<file path="config.mk">
export PLATFORM = sky130hd
export DESIGN_NAME = word_unpacker
export DESIGN_NICKNAME = d
export VERILOG_FILES = /design/src/rtl/unpack_pkg.sv /design/src/rtl/word_fifo.sv /design/src/rtl/word_unpacker.sv
export SDC_FILE = /design/constraint.sdc
export NUM_CORES = 1
export LEC_CHECK = 0
export CELL_PAD_IN_SITES_DETAIL_PLACEMENT = 1
export CELL_PAD_IN_SITES_GLOBAL_PLACEMENT = 1
export CORE_ASPECT_RATIO = 0.5
export CORE_MARGIN = 4
export CORE_UTILIZATION = 44
export CTS_CLUSTER_SIZE = 40
export DETAILED_ROUTE_END_ITERATION = 7
export PLACE_DENSITY = 0.79
export SETUP_SLACK_MARGIN = 0.3
export SLEW_MARGIN = 10
export SYNTH_ARGS = -nofsm -noshare
export SYNTH_HDL_FRONTEND = slang
export SYNTH_SLANG_ARGS = --single-unit
</file>
<file path="constraint.sdc">
create_clock -name i_clk -period 13.6 [get_ports i_clk]
set_clock_uncertainty 0.1 [all_clocks]
set_input_delay 3.4 -clock i_clk [delete_from_list [all_inputs] [get_ports i_clk]]
set_output_delay 3.4 -clock i_clk [all_outputs]
set_load 0.02 [all_outputs]
</file>
<file path="src/rtl/unpack_pkg.sv">
// Shared types and constants for the 128-to-64 word unpacker.
// Optional feature macro: UNPACK_STATS_EN (adds completed-word counter to word_unpacker).
package unpack_pkg;

    // Default assembled-word width used by the compression datapath.
    localparam int DEFAULT_WIDTH = 128;

    // Beat position within the head word.
    typedef enum logic {
        S_LOW  = 1'b0,
        S_HIGH = 1'b1
    } beat_state_t;

    // One FIFO entry: mode flag above the word. word_fifo stores entries
    // flattened in exactly this bit order, so {full, word} packs into it.
    typedef struct packed {
        logic                     full;
        logic [DEFAULT_WIDTH-1:0] word;
    } fifo_entry_t;

endpackage

</file>
<file path="src/rtl/word_fifo.sv">
// Small word FIFO for word_unpacker: storage, read/write pointers and
// occupancy count. Head entry is read combinationally so the beat mux
// downstream sees it in the same cycle. Flush has priority over push/pop.
module word_fifo
    import unpack_pkg::*;
#(
    parameter int  WIDTH = DEFAULT_WIDTH + 1,
    parameter int  DEPTH = 2,
    localparam int PTR_W = $clog2(DEPTH),
    localparam int CNT_W = $clog2(DEPTH + 1)
) (
    input  logic             i_clk,
    input  logic             i_reset,
    input  logic             i_flush,
    input  logic             i_push,
    input  logic             i_pop,
    input  logic [WIDTH-1:0] i_entry,
    output logic [WIDTH-1:0] o_head,
    output logic [CNT_W-1:0] o_count
);

    logic [WIDTH-1:0] mem_reg [DEPTH];
    logic [PTR_W-1:0] wr_ptr_reg;
    logic [PTR_W-1:0] rd_ptr_reg;
    logic [CNT_W-1:0] count_reg;
    logic [CNT_W-1:0] count_next;

    // Entry storage; contents need no reset since the count gates visibility.
    always_ff @(posedge i_clk) begin
        if (i_push) begin
            mem_reg[wr_ptr_reg] <= i_entry;
        end
    end

    // Occupancy update: a simultaneous push and pop leaves the count unchanged.
    always_comb begin
        count_next = count_reg;
        if (i_push && !i_pop) begin
            count_next = count_reg + CNT_W'(1);
        end else if (!i_push && i_pop) begin
            count_next = count_reg - CNT_W'(1);
        end
    end

    // Pointers and count; DEPTH is a power of two so pointers wrap naturally.
    always_ff @(posedge i_clk or negedge i_reset) begin
        if (!i_reset) begin
            wr_ptr_reg <= '0;
            rd_ptr_reg <= '0;
            count_reg  <= '0;
        end else if (i_flush) begin
            wr_ptr_reg <= '0;
            rd_ptr_reg <= '0;
            count_reg  <= '0;
        end else begin
            if (i_push) begin
                wr_ptr_reg <= wr_ptr_reg + PTR_W'(1);
            end
            if (i_pop) begin
                rd_ptr_reg <= rd_ptr_reg + PTR_W'(1);
            end
            count_reg <= count_next;
        end
    end

    assign o_head  = mem_reg[rd_ptr_reg];
    assign o_count = count_reg;

endmodule

</file>
<file path="src/rtl/word_unpacker.sv">
// Word unpacker: buffers assembled TOTAL_WIDTH words and emits them as
// HALF_WIDTH beats, lower half first. Full-word entries produce two beats,
// half-word entries only the lower half.
// Optional feature macro: UNPACK_STATS_EN adds o_word_cnt, a wrapping count
// of last-beat transfers, cleared by reset and flush.
module word_unpacker
    import unpack_pkg::*;
#(
    parameter int  TOTAL_WIDTH = DEFAULT_WIDTH,
    parameter int  DEPTH       = 2,
    localparam int HALF_WIDTH  = TOTAL_WIDTH / 2,
    localparam int CNT_W       = $clog2(DEPTH + 1)
) (
    input  logic                   i_clk,
    input  logic                   i_reset,
    input  logic                   i_flush,
    input  logic                   i_valid,
    output logic                   o_ready,
    input  logic [TOTAL_WIDTH-1:0] i_word,
    input  logic                   i_full_word,
    output logic                   o_valid,
    input  logic                   i_ready,
    output logic [HALF_WIDTH-1:0]  o_half,
    output logic                   o_last,
`ifdef UNPACK_STATS_EN
    output logic [15:0]            o_word_cnt,
`endif
    output logic [CNT_W-1:0]       o_count
);

    beat_state_t          state_reg;
    logic [TOTAL_WIDTH:0] head;
    logic                 head_full;
    logic [CNT_W-1:0]     count;
    logic                 push;
    logic                 pop;
    logic                 beat_xfer;

    // Ready depends only on stored occupancy, never on this cycle's handshakes.
    assign o_ready   = (count < CNT_W'(DEPTH));
    assign o_valid   = (count != '0);
    assign o_count   = count;
    assign head_full = head[TOTAL_WIDTH];
    assign beat_xfer = o_valid && i_ready;

    // Flush wins over both sides of the FIFO; the offered word is dropped.
    assign push = i_valid && o_ready && !i_flush;
    assign pop  = beat_xfer && ((state_reg == S_HIGH) || !head_full) && !i_flush;

    word_fifo #(
        .WIDTH (TOTAL_WIDTH + 1),
        .DEPTH (DEPTH)
    ) u_fifo (
        .i_clk   (i_clk),
        .i_reset (i_reset),
        .i_flush (i_flush),
        .i_push  (push),
        .i_pop   (pop),
        .i_entry ({i_full_word, i_word}),
        .o_head  (head),
        .o_count (count)
    );

    // Beat-position FSM: a full word visits S_HIGH before its pop.
    always_ff @(posedge i_clk or negedge i_reset) begin
        if (!i_reset) begin
            state_reg <= S_LOW;
        end else if (i_flush) begin
            state_reg <= S_LOW;
        end else if (beat_xfer) begin
            if ((state_reg == S_LOW) && head_full) begin
                state_reg <= S_HIGH;
            end else begin
                state_reg <= S_LOW;
            end
        end
    end

    // Beat mux from head and state; zero while empty.
    always_comb begin
        o_half = '0;
        o_last = 1'b0;
        if (o_valid) begin
            if (state_reg == S_HIGH) begin
                o_half = head[TOTAL_WIDTH-1:HALF_WIDTH];
                o_last = 1'b1;
            end else begin
                o_half = head[HALF_WIDTH-1:0];
                o_last = !head_full;
            end
        end
    end

`ifdef UNPACK_STATS_EN
    logic [15:0] word_cnt_reg;

    // Completed-word counter; flush clears it even on a last-beat cycle.
    always_ff @(posedge i_clk or negedge i_reset) begin
        if (!i_reset) begin
            word_cnt_reg <= '0;
        end else if (i_flush) begin
            word_cnt_reg <= '0;
        end else if (beat_xfer && o_last) begin
            word_cnt_reg <= word_cnt_reg + 16'd1;
        end
    end

    assign o_word_cnt = word_cnt_reg;
`endif

endmodule

</file>
==> qor.csv, run 1 <==
stage;metric;value;unit
worst_setup_path;CP endpoint kind;output pin;
power;power per cell area;140.5;nW/um^2
clock_network;Resized cells post-CTS;0;
die;Starting Density;45.45;%
sta;# setup viols final;0;
synthesis;Syn Area/Cell;22.79;um^2
routing;DRC violations left;0;
worst_setup_path;critical path depth;4;
final_layout;Core Util, Final;59.47;%
worst_setup_path;Critical Path RT;10.10;ns
global_routing;GRT overflow;0;
die;io pins;203;
routing;Pre-antenna DRT Iters;4;
global_routing;first-pass GRT wire length;34.76;mm
place;Port Buf Inserts;202;
clock_network;root buf cell;clkbuf_16;
synthesis;#FFs+latches synth;263;
hold_path;hold path depth;2;
global_routing;largest net degree at the start of global routing;77;
clock_network;CTS Buffer Depth;3;
die;die width;221.3;um
global_routing;number of global-route vias before repair;5720;
clock_network;Num CTS Buffers;24;
place;dpl ws;7.011;ns
sta;Tcrit/Tclk final;51.35;%
worst_setup_path;CP Buf/Inv Count;2;
die;die area;25360;um^2
global_routing;GRT Total Usage;17.98;%
synthesis;Yosys warning count;0;
sta;fin worst setup slack;6.616;ns
synthesis;post-synthesis cell count;439;
final_layout;Area growth syn-to-layout;30.84;%
place;Final GP Congestion;0.7378;
routing;First DRT Iteration DRCs;339;
clock_network;Post-CTS Hold Fix Bufs;0;
worst_setup_path;Setup CP Type;reg2out;
worst_setup_path;crit path max fanout;34;
synthesis;synth unique cells;24;
sta;Worst-Margin Slew;1.080;ns
synthesis;post-synthesis sequential area ratio;78.68;%
final_layout;ANT cells;0;
sta;post-layout min period;6.984;ns
die;height of the chip;114.6;um
routing;Antenna Nets Post-Route;0;
sta;relative slew slack;27.59;%
synthesis;Synth area leaders;edfxtp_1 77%, mux4_2 14%, and2_1 4.0%;
sta;Hold Vio Cnt, Final;0;
sta;setup TNS;0;ns
global_routing;initial antenna violation count;0;
routing;vias per std cell;5.147;
sta;RSZ-0062 raised after global routing;false;
final_layout;layout cells sized above 1;16.47;%
worst_setup_path;R2R depth;4;
clock_network;Setup Buffers After CTS;0;
worst_setup_path;slowest cell delay on critical path;0.88;ns
clock_network;CTS tree;done;
final_layout;Largest register FFs;258;
worst_setup_path;startpoint types;flip-flop;
synthesis;Synth area leader;edfxtp_1;
synthesis;top cell type's share of synthesized area;77.43;%
clock_network;CTS clk-pin slew, worst paths;0.07;ns
die;row cnt;38;
clock_network;htree depth;1;
sta;hold slack final;0.5114;ns
worst_setup_path;Crit path max-delay family;buffers and inverters;
hold_path;Hold Path Class;reg2reg;
synthesis;Synth Cell Area;10010;um^2
outcome;status;completed;
flow_run;Max-cap violations;0;
final_layout;Nets;785;
sta;Slew Viols, Final;0;
routing;via count;4982;
synthesis;Post-Syn Nets;573;
routing;WL final;22.65;mm
sta;fmax;0.1432;GHz
worst_setup_path;Worst Path Arrival;3.48;ns
clock_network;Worst-Skew Late Latency;0.52;ns
power;Peak VDD IR;0.0001130;V
place;post-DP HPWL;14.64;mm
die;Core ar.;22010;um^2
power;P_leak;4.160;nW
worst_setup_path;crit path cell chain;buf_4 -> mux4_2 -> and2_1 -> clkdlybuf4s50_1;
clock_network;CTS sink count;263;
routing;Wirelength per Cell;23.39;um
worst_setup_path;CP max stage cell;dfrtp_4;
## cell type report
type | instances | area [um^2]
fill | 1914 | 8922
timing repair buffer | 208 | 2067
sequential | 263 | 7880
clock inverter | 11 | 103.9
multi-input combinational | 153 | 2009
clock buffer | 32 | 651.9
inverter | 1 | 3.754
tap | 300 | 375.4
## power by group
part	internal, mW	switching [mW]
Sequential	0.932	0.0199
Combinational	0.122	0.104
Clock	0.375	0.286
Total	1.43	0.410
## final timing paths
check	from	endpoint	slack (ns)
max in group asynchronous	i_reset	u_fifo.rd_ptr_reg	10.18
setup / recovery	u_fifo.rd_ptr_reg	o_half[9]	6.62
min in group asynchronous	i_reset	u_fifo.o_count[0]	3.00
hold / removal	u_fifo.wr_ptr_reg	u_fifo.wr_ptr_reg	0.51
hold reg to reg	u_fifo.wr_ptr_reg	u_fifo.wr_ptr_reg	0.51
setup reg to reg	u_fifo.o_count[1]	u_fifo.mem_reg[0][18]	10.43
## routing by layer
metal	GRT usage, %	vias up	part of all wire (%)
li1	-	2215	-
met1	22.27	2624	39
met2	33.02	111	55
met3	3.817	32	3.8
met4	4.279	0	2.2
met5	0	-	0
## cell usage after synthesis
library cell    n
nand3_1         2
mux4_2         64
a31oi_1         2
nor3_1          2
o21a_1          1
nand2_1         3
buf_2           4
buf_6           6
dfrtp_1         5
nor2_1          3
mux2i_1         1
or2_2           2
xor2_1          2
buf_4           1
nor3b_1         1
o21ai_0         1
inv_1           1
a21o_1          1
o21ai_2         1
o211ai_1        2
and2_1         64
clkbuf_1       11
a21oi_1         1
edfxtp_1      258
## stage by stage
stage | cell area [um^2] | cells | power, mW
after floorplan | 10010 | 439 | 1.086
after global placement | 12340 | 925 | 1.190
after detailed placement | 12340 | 925 | 1.199
after CTS | 13090 | 968 | 1.865
after global routing | 13090 | 968 | 1.917
final | 13090 | 968 | 1.839
## worst reg2reg max path: cells and delay by family, from the launching register on
family | cells | cell delay (ns)
simple gates | 2 | 1.10
buf+inv | 2 | 1.04
flops | 1 | 0.45
## cells in the final DEF (no fill, tap or decap)
master,count
nor2_1,3
a21o_1,1
nand2_1,3
mux2i_1,1
xor2_1,2
or2_2,2
edfxtp_1,258
buf_4,6
nor3_2,1
o21ai_0,1
clkinv_1,3
nand3_1,2
clkinvlp_4,1
clkbuf_1,7
mux4_2,64
o21a_1,1
clkinv_2,5
clkdlybuf4s50_1,202
inv_1,1
clkbuf_16,25
dfrtp_1,3
o211ai_1,2
dfrtp_4,2
nor3_1,1
bufinv_16,2
nor3b_4,1
o21ai_2,1
and2_1,64
a21oi_1,1
a31oi_1,2
## cells by family after synthesis
kind of cell	count (synthesis)	synth area share, %
AO/OA/AOI/OAI	9	0.6126
XOR/XNOR	2	0.1751
buffers and inverters	23	1.400
flip-flops	263	78.68
multiplexers	65	14.51
AND/OR/NAND/NOR	77	4.627
Power figures use the tool's default switching activity.
==> inputs of run 2 (changes only) <==
clock period = 6.7 ns   (was 13.6 ns; I/O delays follow)
==> qor.csv, run 2 (synthesis gave the netlist of run 1 again) <==
stage;metric;value;unit;change
outcome;status;completed;;
sta;relative slew slack;29.22;%;+1.6 points
routing;First DRT Iteration DRCs;326;;-3.8%
die;Core ar.;22010;um^2;unchanged
sta;fmax;0.1973;GHz;
final_layout;cell area after layout;13110;um^2;+0.12%
clock_network;CTS clk-pin slew, worst paths;0.06;ns;about the same
sta;# setup viols final;0;;unchanged
sta;setup TNS;0;ns;unchanged
power;combinational power share;12.2;%;about the same
die;height of the chip;114.6;um;unchanged
flow_run;Max-cap violations;0;;unchanged
die;die area;25360;um^2;unchanged
clock_network;root buf cell;clkbuf_16;;
worst_setup_path;Setup CP Type;reg2out;;
worst_setup_path;crit path cell chain;buf_4 -> mux4_2 -> and2_1 -> clkdlybuf4s50_1;;
power;P_leak;4.169;nW;+0.22%
sta;Worst-Margin Slew;1.062;ns;-0.01861 ns
clock_network;CTS tree;done;;
power;Flop pwr share;52.1;%;+0.3 points
global_routing;GRT overflow;0;;unchanged
power;Psw;0.8149;mW;+99%
final_layout;area occupied by multi-input gates;2016;um^2;+0.31%
final_layout;Nets;786;;+0.13%
sta;Hold Vio Cnt, Final;0;;unchanged
clock_network;CTS Buffer Depth;3;;unchanged
clock_network;Num CTS Buffers;24;;unchanged
final_layout;FF/Latch Area;7880;um^2;unchanged
final_layout;most frequent cells in the layout;258 x edfxtp_1, 202 x clkdlybuf4s50_1, 64 x mux4_2, 64 x and2_1, 25 x clkbuf_16;;
final_layout;Area growth syn-to-layout;31.00;%;
final_layout;final non-filler cell total;968;;unchanged
worst_setup_path;Worst Path Arrival;3.29;ns;-0.19 ns
power;Clock power frac;35.7;%;-0.2 points
worst_setup_path;crit path max fanout;47;;+38%
clock_network;Resized cells post-CTS;0;;unchanged
place;Final GP Congestion;0.7170;;-2.8%
power;Power, Total;3.719;mW;+100%
sta;hold slack final;0.5619;ns;+0.05048 ns
worst_setup_path;CP max stage cell;dfrtp_4;;
power;switching share of power;21.91;%;-0.38 points
power;Peak VDD IR;0.0001633;V;+44%
routing;via count;5003;;+0.42%
worst_setup_path;CP endpoint kind;output pin;;
clock_network;Post-CTS Hold Fix Bufs;0;;unchanged
die;row cnt;38;;unchanged
die;Starting Density;45.45;%;unchanged
global_routing;initial antenna violation count;0;;unchanged
power;Pint;2.905;mW;+100%
final_layout;most common cell after layout, fill and taps aside;edfxtp_1;;
power;power per cell area;283.8;nW/um^2;+100%
clock_network;CTS sink count;263;;unchanged
routing;Pre-antenna DRT Iters;4;;unchanged
final_layout;Core Util, Final;59.54;%;+0.074 points
worst_setup_path;slowest cell delay on critical path;1.09;ns;+0.21 ns
clock_network;Worst-Skew Late Latency;0.52;ns;about the same
sta;Slew Viols, Final;0;;unchanged
place;post-DP HPWL;14.30;mm;-2.3%
die;die width;221.3;um;unchanged
global_routing;GRT Total Usage;17.69;%;-0.29 points
global_routing;first-pass GRT wire length;34.22;mm;-1.6%
clock_network;Setup Buffers After CTS;0;;unchanged
final_layout;ANT cells;0;;unchanged
worst_setup_path;Critical Path RT;4.93;ns;-5.17 ns
place;Port Buf Inserts;202;;unchanged
routing;vias per std cell;5.168;;+0.42%
global_routing;number of global-route vias before repair;5729;;+0.16%
routing;DRC violations left;0;;unchanged
clock_network;htree depth;1;;unchanged
final_layout;Largest register FFs;258;;unchanged
sta;fin worst setup slack;1.631;ns;-4.985 ns
place;Placed Cells;926;;+0.11%
sta;post-layout min period;5.069;ns;
global_routing;largest net degree at the start of global routing;71;;-7.8%
routing;Antenna Nets Post-Route;0;;unchanged
routing;WL final;22.38;mm;-1.2%
sta;RSZ-0062 raised after global routing;false;;
place;dpl ws;2.090;ns;-4.921 ns
hold_path;Hold Path Class;reg2reg;;
place;placed inst area;12350;um^2;+0.11%
final_layout;# fillers;1895;;-0.99%
final_layout;layout cells sized above 1;16.47;%;unchanged
sta;Tcrit/Tclk final;75.66;%;
routing;Wirelength per Cell;23.12;um;-1.2%
worst_setup_path;CP Buf/Inv Count;2;;unchanged
worst_setup_path;startpoint types;flip-flop;;
worst_setup_path;Crit path max-delay family;flip-flops;;
die;io pins;203;;unchanged
[run 2: cell count changes in the layout (fill, tap and decap cells not counted)]
cell	delta
buf_4	+1
clkinvlp_4	-1
nor3_4	+1
nor3_2	-1
bufinv_16	-1
clkinv_2	-3
clkbuf_8	+4
[run 2: routing by layer]
metal | track usage [%] | vias up | wire (um)
met5 | 0 | - | 0
met4 | 4.778 | 0 | 562
met3 | 3.381 | 38 | 698
met2 | 33.35 | 93 | 12370
met1 | 21.20 | 2645 | 8749
li1 | - | 2227 | -
[run 2: path summary, 6_finish.rpt]
kind / start / endpoint / slack (ns) / depth (start not counted)
hold / removal: u_fifo.wr_ptr_reg / u_fifo.wr_ptr_reg / 0.56 / 2
max in group asynchronous: i_reset / state_reg / 4.95 / 1
min in group asynchronous: i_reset / u_fifo.rd_ptr_reg / 1.30 / 1
hold reg to reg: u_fifo.wr_ptr_reg / u_fifo.wr_ptr_reg / 0.56 / 2
setup reg to reg: u_fifo.rd_ptr_reg / u_fifo.o_count[0] / 4.23 / 4
setup / recovery: u_fifo.rd_ptr_reg / o_half[24] / 1.63 / 4
[run 2: worst min-delay path, cell delays in order (launching register included)]
cell	delay [ns]
dfrtp_1	0.44
xor2_1	0.10
nor2_1	0.08
[run 2: final cells by class]
cell class | count | share of cell area (%)
Sequential cell | 263 | 60.12
Inverter | 1 | 0.02864
Timing Repair Buffer | 209 | 15.83
Tap cell | 300 | 2.864
Multi-Input combinational cell | 153 | 15.38
Clock buffer | 36 | 5.393
Clock inverter | 6 | 0.3914
[run 2: power by group through the flow]
stage | registers, mW | logic (mW) | clock network (mW)
global route | 1.95 | 0.483 | 1.45
floorplan | 1.95 | 0.246 | 0
global placement | 1.97 | 0.449 | 0
detailed placement | 1.97 | 0.459 | 0
finish | 1.94 | 0.455 | 1.33
CTS | 1.94 | 0.464 | 1.37
